--- config.mk ---
export PLATFORM = sky130hd
export DESIGN_NAME = puf_meas_ctrl_flat
export DESIGN_NICKNAME = d
export VERILOG_FILES = /design/src/rtl/puf_meas_ctrl_if.sv /design/src/rtl/puf_meas_ctrl.sv /design/src/flat_wrapper.sv
export SDC_FILE = /design/constraint.sdc
export NUM_CORES = 1
export LEC_CHECK = 0
export CAP_MARGIN = 20
export CORE_UTILIZATION = 42
export CTS_CLUSTER_DIAMETER = 100
export DETAILED_ROUTE_END_ITERATION = 8
export GPL_TIMING_DRIVEN = 0
export PLACE_DENSITY = 0.72
export SYNTH_ARGS = -nofsm -noshare
export SYNTH_HDL_FRONTEND = slang
export SYNTH_SLANG_ARGS = --single-unit
export TNS_END_PERCENT = 100
--- constraint.sdc ---
create_clock -name clk -period 1.7 [get_ports clk]
set_input_delay 0.51 -clock clk [delete_from_list [all_inputs] [get_ports clk]]
set_output_delay 0.51 -clock clk [all_outputs]
set_load 0.01 [all_outputs]
--- src/rtl/puf_meas_ctrl_if.sv ---
// Handshake and data bundle between the PUF measurement sequencer,
// the window counter / RO mux and the response host.
interface puf_meas_ctrl_if #(
    parameter int RESP_BITS = 8,
    parameter int CHAL_W    = 3,
    parameter int OSC_W     = 16
);

    logic                 i_start;
    logic                 i_cnt_valid;
    logic [OSC_W-1:0]     i_osc_a;
    logic [OSC_W-1:0]     i_osc_b;
    logic                 i_resp_ack;

    logic                 o_cnt_en;
    logic                 o_osc_clr;
    logic [CHAL_W-1:0]    o_chal;
    logic [RESP_BITS-1:0] o_resp;
    logic                 o_resp_valid;
    logic                 o_busy;
    logic                 o_err;

    modport master (
        output i_start,
        output i_cnt_valid,
        output i_osc_a,
        output i_osc_b,
        output i_resp_ack,
        input  o_cnt_en,
        input  o_osc_clr,
        input  o_chal,
        input  o_resp,
        input  o_resp_valid,
        input  o_busy,
        input  o_err
    );

    modport slave (
        input  i_start,
        input  i_cnt_valid,
        input  i_osc_a,
        input  i_osc_b,
        input  i_resp_ack,
        output o_cnt_en,
        output o_osc_clr,
        output o_chal,
        output o_resp,
        output o_resp_valid,
        output o_busy,
        output o_err
    );

endinterface

--- src/rtl/puf_meas_ctrl.sv ---
// Ring-oscillator PUF measurement sequencer: one window per challenge,
// compares frozen edge counts and assembles the response word.
module puf_meas_ctrl #(
    parameter int RESP_BITS = 8,
    parameter int CHAL_W    = 3,
    parameter int OSC_W     = 16,
    parameter int TIMEOUT   = 63,
    parameter int TO_W      = 6
) (
    input  logic           clk,
    input  logic           rst_n,
    puf_meas_ctrl_if.slave bus
);

    typedef enum logic [2:0] {
        S_IDLE,
        S_CLEAR,
        S_MEASURE,
        S_EVAL,
        S_NEXT,
        S_DONE
    } state_t;

    state_t state;
    state_t state_nxt;

    logic [TO_W-1:0]      to_cnt;
    logic [CHAL_W-1:0]    chal_q;
    logic [RESP_BITS-1:0] resp_q;
    logic                 cnt_en_q;
    logic                 osc_clr_q;
    logic                 resp_valid_q;
    logic                 busy_q;
    logic                 err_q;

    logic [OSC_W-1:0]     osc_a;
    logic [OSC_W-1:0]     osc_b;

    logic to_hit;
    logic chal_last;
    logic start_run;
    logic timed_out;
    logic bit_val;

    assign osc_a = bus.i_osc_a;
    assign osc_b = bus.i_osc_b;

    assign to_hit    = (to_cnt == TO_W'(TIMEOUT - 1));
    assign chal_last = (chal_q == CHAL_W'(RESP_BITS - 1));
    assign bit_val   = (osc_a > osc_b);

    always_comb begin
        state_nxt = state;
        start_run = 1'b0;
        timed_out = 1'b0;
        unique case (state)
            S_IDLE: begin
                if (bus.i_start) begin
                    start_run = 1'b1;
                    state_nxt = S_CLEAR;
                end
            end
            S_CLEAR: begin
                state_nxt = S_MEASURE;
            end
            S_MEASURE: begin
                // a window completing on the timeout cycle still counts
                if (bus.i_cnt_valid) begin
                    state_nxt = S_EVAL;
                end else if (to_hit) begin
                    timed_out = 1'b1;
                    state_nxt = S_IDLE;
                end
            end
            S_EVAL: begin
                state_nxt = S_NEXT;
            end
            S_NEXT: begin
                state_nxt = chal_last ? S_DONE : S_CLEAR;
            end
            S_DONE: begin
                if (bus.i_resp_ack) begin
                    state_nxt = S_IDLE;
                end
            end
            default: begin
                state_nxt = S_IDLE;
            end
        endcase
    end

    always_ff @(posedge clk or negedge rst_n) begin
        if (!rst_n) begin
            state        <= S_IDLE;
            cnt_en_q     <= 1'b0;
            osc_clr_q    <= 1'b0;
            resp_valid_q <= 1'b0;
            busy_q       <= 1'b0;
        end else begin
            state        <= state_nxt;
            cnt_en_q     <= (state_nxt == S_MEASURE);
            osc_clr_q    <= (state_nxt == S_CLEAR);
            resp_valid_q <= (state_nxt == S_DONE);
            busy_q       <= (state_nxt != S_IDLE);
        end
    end

    always_ff @(posedge clk or negedge rst_n) begin
        if (!rst_n) begin
            to_cnt <= '0;
        end else if (state == S_CLEAR) begin
            to_cnt <= '0;
        end else if (state == S_MEASURE) begin
            to_cnt <= to_cnt + 1'b1;
        end
    end

    always_ff @(posedge clk or negedge rst_n) begin
        if (!rst_n) begin
            chal_q <= '0;
        end else if (start_run) begin
            chal_q <= '0;
        end else if (state == S_NEXT && !chal_last) begin
            chal_q <= chal_q + 1'b1;
        end
    end

    // counts are frozen here since the enable dropped entering EVAL
    always_ff @(posedge clk or negedge rst_n) begin
        if (!rst_n) begin
            resp_q <= '0;
        end else if (start_run) begin
            resp_q <= '0;
        end else if (state == S_EVAL) begin
            resp_q[chal_q] <= bit_val;
        end
    end

    always_ff @(posedge clk or negedge rst_n) begin
        if (!rst_n) begin
            err_q <= 1'b0;
        end else if (start_run) begin
            err_q <= 1'b0;
        end else if (timed_out) begin
            err_q <= 1'b1;
        end
    end

    assign bus.o_cnt_en     = cnt_en_q;
    assign bus.o_osc_clr    = osc_clr_q;
    assign bus.o_chal       = chal_q;
    assign bus.o_resp       = resp_q;
    assign bus.o_resp_valid = resp_valid_q;
    assign bus.o_busy       = busy_q;
    assign bus.o_err        = err_q;

`ifndef SYNTHESIS
    a_chal_range: assert property (
        @(posedge clk) disable iff (!rst_n)
        chal_q <= CHAL_W'(RESP_BITS - 1)
    );

    a_done_hold: assert property (
        @(posedge clk) disable iff (!rst_n)
        (state == S_DONE && !bus.i_resp_ack)
        |=> ($stable(resp_q) && resp_valid_q)
    );

    a_en_busy: assert property (
        @(posedge clk) disable iff (!rst_n)
        cnt_en_q |-> busy_q
    );
`endif

endmodule

--- src/flat_wrapper.sv ---
// flat-port wrapper written by rule: the top's interface ports become plain ports
module puf_meas_ctrl_flat 
#(
    parameter int RESP_BITS = 8,
    parameter int CHAL_W    = 3,
    parameter int OSC_W     = 16,
    parameter int TIMEOUT   = 63,
    parameter int TO_W      = 6
)
  (clk, rst_n, bus_i_start, bus_i_cnt_valid, bus_i_osc_a, bus_i_osc_b, bus_i_resp_ack, bus_o_cnt_en, bus_o_osc_clr, bus_o_chal, bus_o_resp, bus_o_resp_valid, bus_o_busy, bus_o_err);
  puf_meas_ctrl_if #(.RESP_BITS(RESP_BITS), .CHAL_W(CHAL_W), .OSC_W(OSC_W)) bus_i ();
  input  logic clk;
  input  logic rst_n;
  input wire logic [$bits(bus_i.i_start)-1:0] bus_i_start;
  input wire logic [$bits(bus_i.i_cnt_valid)-1:0] bus_i_cnt_valid;
  input wire logic [$bits(bus_i.i_osc_a)-1:0] bus_i_osc_a;
  input wire logic [$bits(bus_i.i_osc_b)-1:0] bus_i_osc_b;
  input wire logic [$bits(bus_i.i_resp_ack)-1:0] bus_i_resp_ack;
  output wire logic [$bits(bus_i.o_cnt_en)-1:0] bus_o_cnt_en;
  output wire logic [$bits(bus_i.o_osc_clr)-1:0] bus_o_osc_clr;
  output wire logic [$bits(bus_i.o_chal)-1:0] bus_o_chal;
  output wire logic [$bits(bus_i.o_resp)-1:0] bus_o_resp;
  output wire logic [$bits(bus_i.o_resp_valid)-1:0] bus_o_resp_valid;
  output wire logic [$bits(bus_i.o_busy)-1:0] bus_o_busy;
  output wire logic [$bits(bus_i.o_err)-1:0] bus_o_err;
  assign bus_i.i_start = bus_i_start;
  assign bus_i.i_cnt_valid = bus_i_cnt_valid;
  assign bus_i.i_osc_a = bus_i_osc_a;
  assign bus_i.i_osc_b = bus_i_osc_b;
  assign bus_i.i_resp_ack = bus_i_resp_ack;
  assign bus_o_cnt_en = bus_i.o_cnt_en;
  assign bus_o_osc_clr = bus_i.o_osc_clr;
  assign bus_o_chal = bus_i.o_chal;
  assign bus_o_resp = bus_i.o_resp;
  assign bus_o_resp_valid = bus_i.o_resp_valid;
  assign bus_o_busy = bus_i.o_busy;
  assign bus_o_err = bus_i.o_err;
  puf_meas_ctrl #(.RESP_BITS(RESP_BITS), .CHAL_W(CHAL_W), .OSC_W(OSC_W), .TIMEOUT(TIMEOUT), .TO_W(TO_W)) u_core (.clk(clk), .rst_n(rst_n), .bus(bus_i));
endmodule
Word-level counts from Yosys, hierarchy flattened:

Index checks and enable logic that the tools add are counted.
Widths: inputs -> output; s select.

* $lt $le $gt $ge: 3
* multiplexer cells: 22
* reduce and logical (&&, ||, !) cells: 9
* add/subtract/negate cells: 2
* equality and inequality tests: 10

Operators with widths (count)
* $mux 3: 7
* $pmux 3 s6: 1
* $gt 16x16->1: 1
* $mux 8: 2
* $eq 3x3->1 const B: 4
* $mux 6: 2
* $eq 3x2->1 const B: 3
* $bwmux 8: 1
* $mux 1: 8
* $reduce_bool 2->1: 4
* $add 6x1->6 const B: 1
* $eq 3x1->1 const B: 2
* $eq 6x6->1 const B: 1
* $lt 3x4->1 const B: 1
* $add 3x1->3 const B: 1
* $demux 1 s3: 1
* $ge 3x1->1 const B: 1
* $logic_not 3->1: 1
* $reduce_bool 3->1: 1
* $logic_and 1x1->1: 2
* $logic_not 1->1: 1

* logic and storage cells: 55
* register bits: 25
* output and inout port bits: 16

Logic depth before layout (Yosys ltp):

Gate-level depths: netlist of the first run.

* depth in word-level cells: 7
* gate-level depth with buffers: 8
* gate-level depth less buffers: 7

Least setup slack after synthesis of the first run:

OpenSTA, ideal clock, no wires.

* kind: in2reg
* start point: input bus_i_osc_b[15]
* end point: register u_core.resp_q[5], in the netlist u_core.bus.o_resp[5]
* data required time: 1634 ps
* stages on the path: 7
* slack: -379 ps
* library setup time: 66 ps
* path buffers: 0
* arrival time: 2013 ps
* cell sequence: inv_1 -> ha_1 -> nand4_2 -> nor4_4 -> a21bo_4 -> a311oi_4 -> a32o_2

* cells in the longest elaborated chain, start to end: 4

RTL lines
* from (decl): RTL line flat_wrapper.sv:17 `input wire logic [$bits(bus_i.i_osc_b)-1:0] bus_i_osc_b;`
* $gt 16x16->1: RTL line puf_meas_ctrl.sv:50 `assign bit_val = (osc_a > osc_b);`
* $bwmux 8: RTL line puf_meas_ctrl.sv:135 `resp_q[chal_q] <= bit_val;`
* $mux 8: RTL line puf_meas_ctrl.sv:134 `end else if (state == S_EVAL) begin`
* $mux 8: RTL line puf_meas_ctrl.sv:132 `end else if (start_run) begin`
* to (signal, indexed assignment): RTL line puf_meas_ctrl.sv:135
* to (decl): RTL line puf_meas_ctrl.sv:29 `logic [RESP_BITS-1:0] resp_q;`

No other way between the ends. The select of a mux whose other input is x is not followed.
A chain may end at the register's enable or synchronous reset.

Worst setup path after layout of the first run:

* start point: input bus_i_osc_b[14]
* end point: register u_core.resp_q[1], in the netlist u_core.bus.o_resp[1]

Same word-level chain as after synthesis.

==> results of run 1 <==
==> kinds of logic after synthesis <==
group	after synthesis	share of synthesized area, %
adder cells (fa/ha/maj)	20	14.9
flip-flops	25	37.3
buffers and inverters	27	6.20
AND/OR/NAND/NOR	66	19.9
XOR/XNOR	1	0.523
AO/OA/AOI/OAI	50	21.1
==> path summary, 6_finish.rpt <==
check	from	endpoint	slack, ns	cells after the start
worst max-delay path	bus_i_osc_b[14]	u_core.bus.o_resp[1]	-0.18	8
worst min-delay path	u_core.to_cnt[5]	u_core.to_cnt[5]	0.49	1
worst max register to register	u_core.state[0]	u_core.bus.o_resp[2]	0	6
worst min register to register	u_core.to_cnt[5]	u_core.to_cnt[5]	0.49	1
max in group asynchronous	rst_n	u_core.state[0]	0.57	2
min in group asynchronous	rst_n	u_core.bus.o_resp[3]	0.62	1
==> worst register-to-register path: cells and delay by family (launching register included) <==
kind | cells | cell delay, ns
buffers and inverters | 1 | 0.17
flip-flops | 1 | 0.42
AO/OA/AOI/OAI | 3 | 0.46
AND/OR/NAND/NOR | 2 | 0.55
==> report_power, final <==
part / switching (mW) / leakage (nW) / total, mW / internal, mW
registers: 0.151 / 0.333 / 0.896 / 0.745
logic: 0.724 / 1.03 / 1.34 / 0.617
clock network: 0.182 / 0.0228 / 0.349 / 0.167
total: 1.06 / 1.38 / 2.59 / 1.53
==> final cells by class <==
type	instances	area, um^2	area share (%)
multi-input cells	137	1210	45.6
inverters	22	103	3.87
repair buffers	64	592	22.3
clock buffers	4	45.0	1.70
well taps	48	60.1	2.26
flip-flops and latches	25	628	23.7
plain buffers	3	16.3	0.613
==> registers in the layout, summed over array words and instances (netlist names) <==
| register | cells |
|---|---|
| u_core.bus.o_cnt_en | 1 |
| u_core.bus.o_resp_valid | 1 |
| u_core.bus.o_resp | 8 |
| u_core.bus.o_chal | 3 |
| u_core.to_cnt | 6 |
| u_core.bus.o_err | 1 |
| u_core.bus.o_osc_clr | 1 |
| u_core.bus.o_busy | 1 |
| u_core.state | 3 |
==> through the flow <==
stage          instances  total power, mW
4_1_cts              298             2.48
5_1_grt              303             2.79
6_report             303             2.59
3_3_place_gp         289             2.01
3_5_place_dp         290             2.04
2_1_floorplan        189             1.58
==> layout by cell type (no fill, tap or decap), types with 4 or more instances in the layout <==
cell type	n
a21oi_1	16
a32o_2	4
a41o_1	5
buf_2	11
buf_4	12
buf_6	11
clkdlybuf4s50_1	10
dfrtp_1	23
dlygate4sd2_1	8
dlymetal6s2s_1	9
ha_1	4
ha_4	15
inv_1	8
inv_2	8
inv_4	5
nand2_1	24
nand3_1	4
nor2_1	13
o21ai_0	11
==> routing by layer <==
metal,share of wire [%],up-vias,GRT usage [%]
li1,-,804,-
met1,44,763,26.6
met2,51,39,36.7
met3,3.4,6,4.17
met4,1.3,0,4.89
met5,0,-,0
==> timing repair <==
item,CTS,global route
pin swaps,24,9
endpoints found under the setup margin,18,23
resized for setup,141,26
buffers inserted,5,6
==> flow_summary.ini, run 1 <==
[synth]
async_flop_share_pct = 100
ys_warn_count = 0
yosysTopAreaCell = dfrtp_1
yosysMostFrequentCell = nand2_1
syn_area_um2 = 1680
ys_seq_elements = 25
postSynthAreaPerCell_um2 = 8.86
synthDistinctLibCells = 33
synth_edf_count = 0
seq_area_frac_synth_pct = 37.3
synthTopCellsByCount = 26 x nand2_1, 25 x dfrtp_1, 22 x inv_1
ys.flop_type = dfrtp_1
synthCells = 189
syn-num-nets = 246
yosys-top-cells-area = dfrtp_1 37%, ha_1 15%, nand2_1 5.8%
synth_top_area_share_pct = 37.3

[min_path]
hp-class = reg -> reg

[global_routing]
grt_max_degree = 15
grt_antenna_before_repair = 0
grt_pass1_vias = 1626
grt_pass1_wl_um = 7070
grt_usage_pct = 21.1
overflow = 0

[layout]
layout-drive-gt1-share_pct = 36.5
area_growth_pct = 58.4
design_area_um2 = 2650
diodes = 0
post-route-util_pct = 70.9
layout.nets = 313
fillers = 307

[floorplan]
io-pin-count = 53
core_um2 = 3740
rows = 22
die_x_um = 65.2
die_h_um = 65.2
dieArea_um2 = 4250
start_util_pct = 44.8

[critical_path]
slowest_delay_ns = 0.33
path_cells = buf_6 > inv_4 > ha_4 > nand4_4 > nor4_4 > a21bo_4 > a311oi_4 > a32o_2
critPathArrivalTime_ns = 2.09
cp-start-kind = primary input
crit_fanout = 4
crit_buf_inv = 2
cp.required_ns = 1.91
critPathKind = in -> reg
cp_slowest_cell = nor4_4
critical_path.top_delay_family = compound AO/OA/AOI/OAI gates
worstSetupEndpointType = register

[power]
power_density_nw_per_um2 = 974
ir_drop_mv = 0.982
p_leak_nw = 1.38

[cts]
h-tree-depth = 1
clk_latency_ns = 0.26
cts_tree = done
hold_buffers = 0
cts_made_buffers = 3
cts_sinks = 25
cts_root_buffer = clkbuf_8
cts.clk_slew.worst_paths_ns = 0.09
clk_path_buf_depth = 2

[timing]
max_freq_mhz = 533
final.period_utilization_pct = 110
rsz0062_at_grt = yes
worst_slack_ns = -0.176
max_slew.worst_pin.slew_ns = 0.603
setup_tns_ns = -1.36
hold_viol = 0
slew_viol_final = 0
period_minus_slack_ns = 1.88
finalSetupViolCount = 9
maxSlewHeadroom_pct = 59.7
skew_ns = 0.00756
whs_ns = 0.492

[placed_design]
place_congestion = 0.797
dpl-instance-area_um2 = 2340
pre_cts_ws_ns = -1.02
dp_hpwl_um = 2990
portBuffers = 52

[outcome]
outcome = complete, but fails checks
violations = setup timing

[detailed_routing]
drt-total-wl_um = 4220
ant_nets = 0
wire_per_inst_um = 13.9
drc_errors = 0
first_pass_iters = 4
viasPerCell = 5.32
num_vias = 1612
drt_iter0_markers = 168

[flow_run]
maxCapViolations = 0
No activity file was read; power rests on OpenSTA's default activity.
==> inputs of run 2 (changes only) <==
--- a/config.mk
+++ b/config.mk
@@ -6,11 +6,11 @@
 export NUM_CORES = 1
 export LEC_CHECK = 0
 export CAP_MARGIN = 20
-export CORE_UTILIZATION = 42
+export CORE_UTILIZATION = 50
 export CTS_CLUSTER_DIAMETER = 100
 export DETAILED_ROUTE_END_ITERATION = 8
 export GPL_TIMING_DRIVEN = 0
-export PLACE_DENSITY = 0.72
+export PLACE_DENSITY = 0.81
 export SYNTH_ARGS = -nofsm -noshare
 export SYNTH_HDL_FRONTEND = slang
 export SYNTH_SLANG_ARGS = --single-unit
==> constraint.sdc (replaced) <==
create_clock -name clk -period 2.4 [get_ports clk]
set_input_delay 0.72 -clock clk [delete_from_list [all_inputs] [get_ports clk]]
set_output_delay 0.72 -clock clk [all_outputs]
set_load 0.01 [all_outputs]
==> flow_summary.ini, run 2 (synthesis results as in run 1) <==
[placed_design]
portBuffers = 52
place_congestion = 0.748
pre_cts_ws_ns = -0.512
dp_hpwl_um = 2770

[layout]
fillers = 216
area_growth_pct = 48.6
layout.nets = 307
diodes = 0
layout_commonest_cell = clkdlybuf4s50_1
layout_common_cells = 44 x clkdlybuf4s50_1, 25 x dfrtp_1, 24 x nand2_1, 18 x inv_1, 17 x a21oi_1
largest_register_ffs = 8
layout-drive-gt1-share_pct = 13.7

[critical_path]
cp.required_ns = 2.66
cp_slowest_cell = clkdlybuf4s50_1
critical_path.top_delay_family = compound AO/OA/AOI/OAI gates
slowest_delay_ns = 0.47
path_depth = 8
critPathArrivalTime_ns = 2.60
worstSetupEndpointType = register
critPathKind = in -> reg
crit_fanout = 4
reg2regPathDepth = 8
cp-start-kind = primary input
path_cells = clkdlybuf4s50_1 > inv_2 > ha_4 > nand2_2 > nor4_4 > a21bo_4 > a311oi_4 > a32o_2
crit_buf_inv = 2

[cts]
hold_buffers = 0
clk_path_buf_depth = 2
h-tree-depth = 1
cts_made_buffers = 3
cts_root_buffer = clkbuf_4
cts.clk_slew.worst_paths_ns = 0.13
cts_sinks = 25
clk_latency_ns = 0.31
cts_tree = done

[timing]
skew_ns = 0.00170
finalSetupViolCount = 0
hold_viol = 0
maxSlewHeadroom_pct = 56.1
worst_slack_ns = 0.0600
setup_tns_ns = 0
period_minus_slack_ns = 2.34
max_freq_mhz = 427
final.period_utilization_pct = 97.5
slew_viol_final = 0
max_slew.worst_pin.slew_ns = 0.650

[floorplan]
die_h_um = 59.9
rows = 20
dieArea_um2 = 3590
start_util_pct = 53.6
die_x_um = 59.9
io-pin-count = 53
core_um2 = 3130

[power]
ir_drop_mv = 0.673
p_leak_nw = 1.20
p_total_mw = 1.66
power_density_nw_per_um2 = 666

[flow_run]
maxCapViolations = 0

[global_routing]
overflow = 0
grt_antenna_before_repair = 0
grt_max_degree = 26
grt_pass1_vias = 1470
grt_pass1_wl_um = 6470
grt_usage_pct = 23.8

[outcome]
outcome = complete, no violations

[detailed_routing]
viasPerCell = 5.50
drt_iter0_markers = 47
first_pass_iters = 4
wire_per_inst_um = 13.9
drc_errors = 0
ant_nets = 0
num_vias = 1611
drt-total-wl_um = 4080

[min_path]
hp-class = reg -> reg
min_delay_path_depth = 1
-- run 2: changes by cell type in the layout (fill, tap and decap cells not counted), sizes merged --
cell,previous run,this run
dlygate4sd2,8,0
clkdlybuf4s15,3,0
buf,36,6
clkdlybuf4s50,10,44
dlymetal6s2s,9,8
clkbuf,5,7
-- run 2: what timing repair did --
item	4_1_cts	5_1_grt
buffers inserted	3	0
gates resized for setup	5	21
setup endpoints to repair	4	8
pin swaps	8	8
-- run 2: cell type report --
type	instances	area, um^2	share of cell area, %
multi-input cells	137	1090	43.7
flip-flops and latches	25	626	25.1
repair buffers	56	591	23.7
inverters	22	82.6	3.32
well taps	44	55.1	2.21
clock buffers	4	26.3	1.06
plain buffers	5	21.3	0.854
-- run 2: stage by stage --
stage	std cells	cell area, um^2	util [%]	hold slack, ns
after floorplan	189	1680	-	0.424
after global placement	285	2250	72.0	0.464
after detailed placement	285	2250	72.0	0.475
after CTS	292	2360	75.4	0.489
after global routing	293	2490	79.6	0.498
final	293	2490	79.6	0.486
-- run 2: report_power, final --
group / total, mW / switching, mW / internal (mW)
logic: 0.859 / 0.476 / 0.383
registers: 0.614 / 0.0900 / 0.524
clock network: 0.186 / 0.121 / 0.0649
-- run 2: metal layers --
metal	up-vias	global-route usage (%)	routed length, um
li1	791	-	-
met3	4	4.55	173
met5	-	0	0
met4	0	3.32	28
met2	42	42.2	2200
met1	774	30.6	1680
-- run 2: worst register-to-register path: stages (launching register included) --
cell,delay (ns)
dfrtp_1,0.50
ha_1,0.20
ha_1,0.13
clkbuf_1,0.25
nand2b_1,0.10
a211oi_1,0.31
a31oi_1,0.10
inv_1,0.10
nor3_1,0.05
-- run 2: path summary, 6_finish.rpt --
check	slack, ns	to	start
setup reg to reg	0.56	u_core.bus.o_cnt_en	u_core.bus.o_chal[1]
min in group asynchronous	0.68	u_core.bus.o_resp[0]	rst_n
max in group asynchronous	1.30	u_core.bus.o_err	rst_n
hold reg to reg	0.49	u_core.to_cnt[5]	u_core.to_cnt[5]
setup / recovery	0.06	u_core.bus.o_resp[3]	bus_i_osc_b[5]
hold / removal	0.49	u_core.to_cnt[5]	u_core.to_cnt[5]
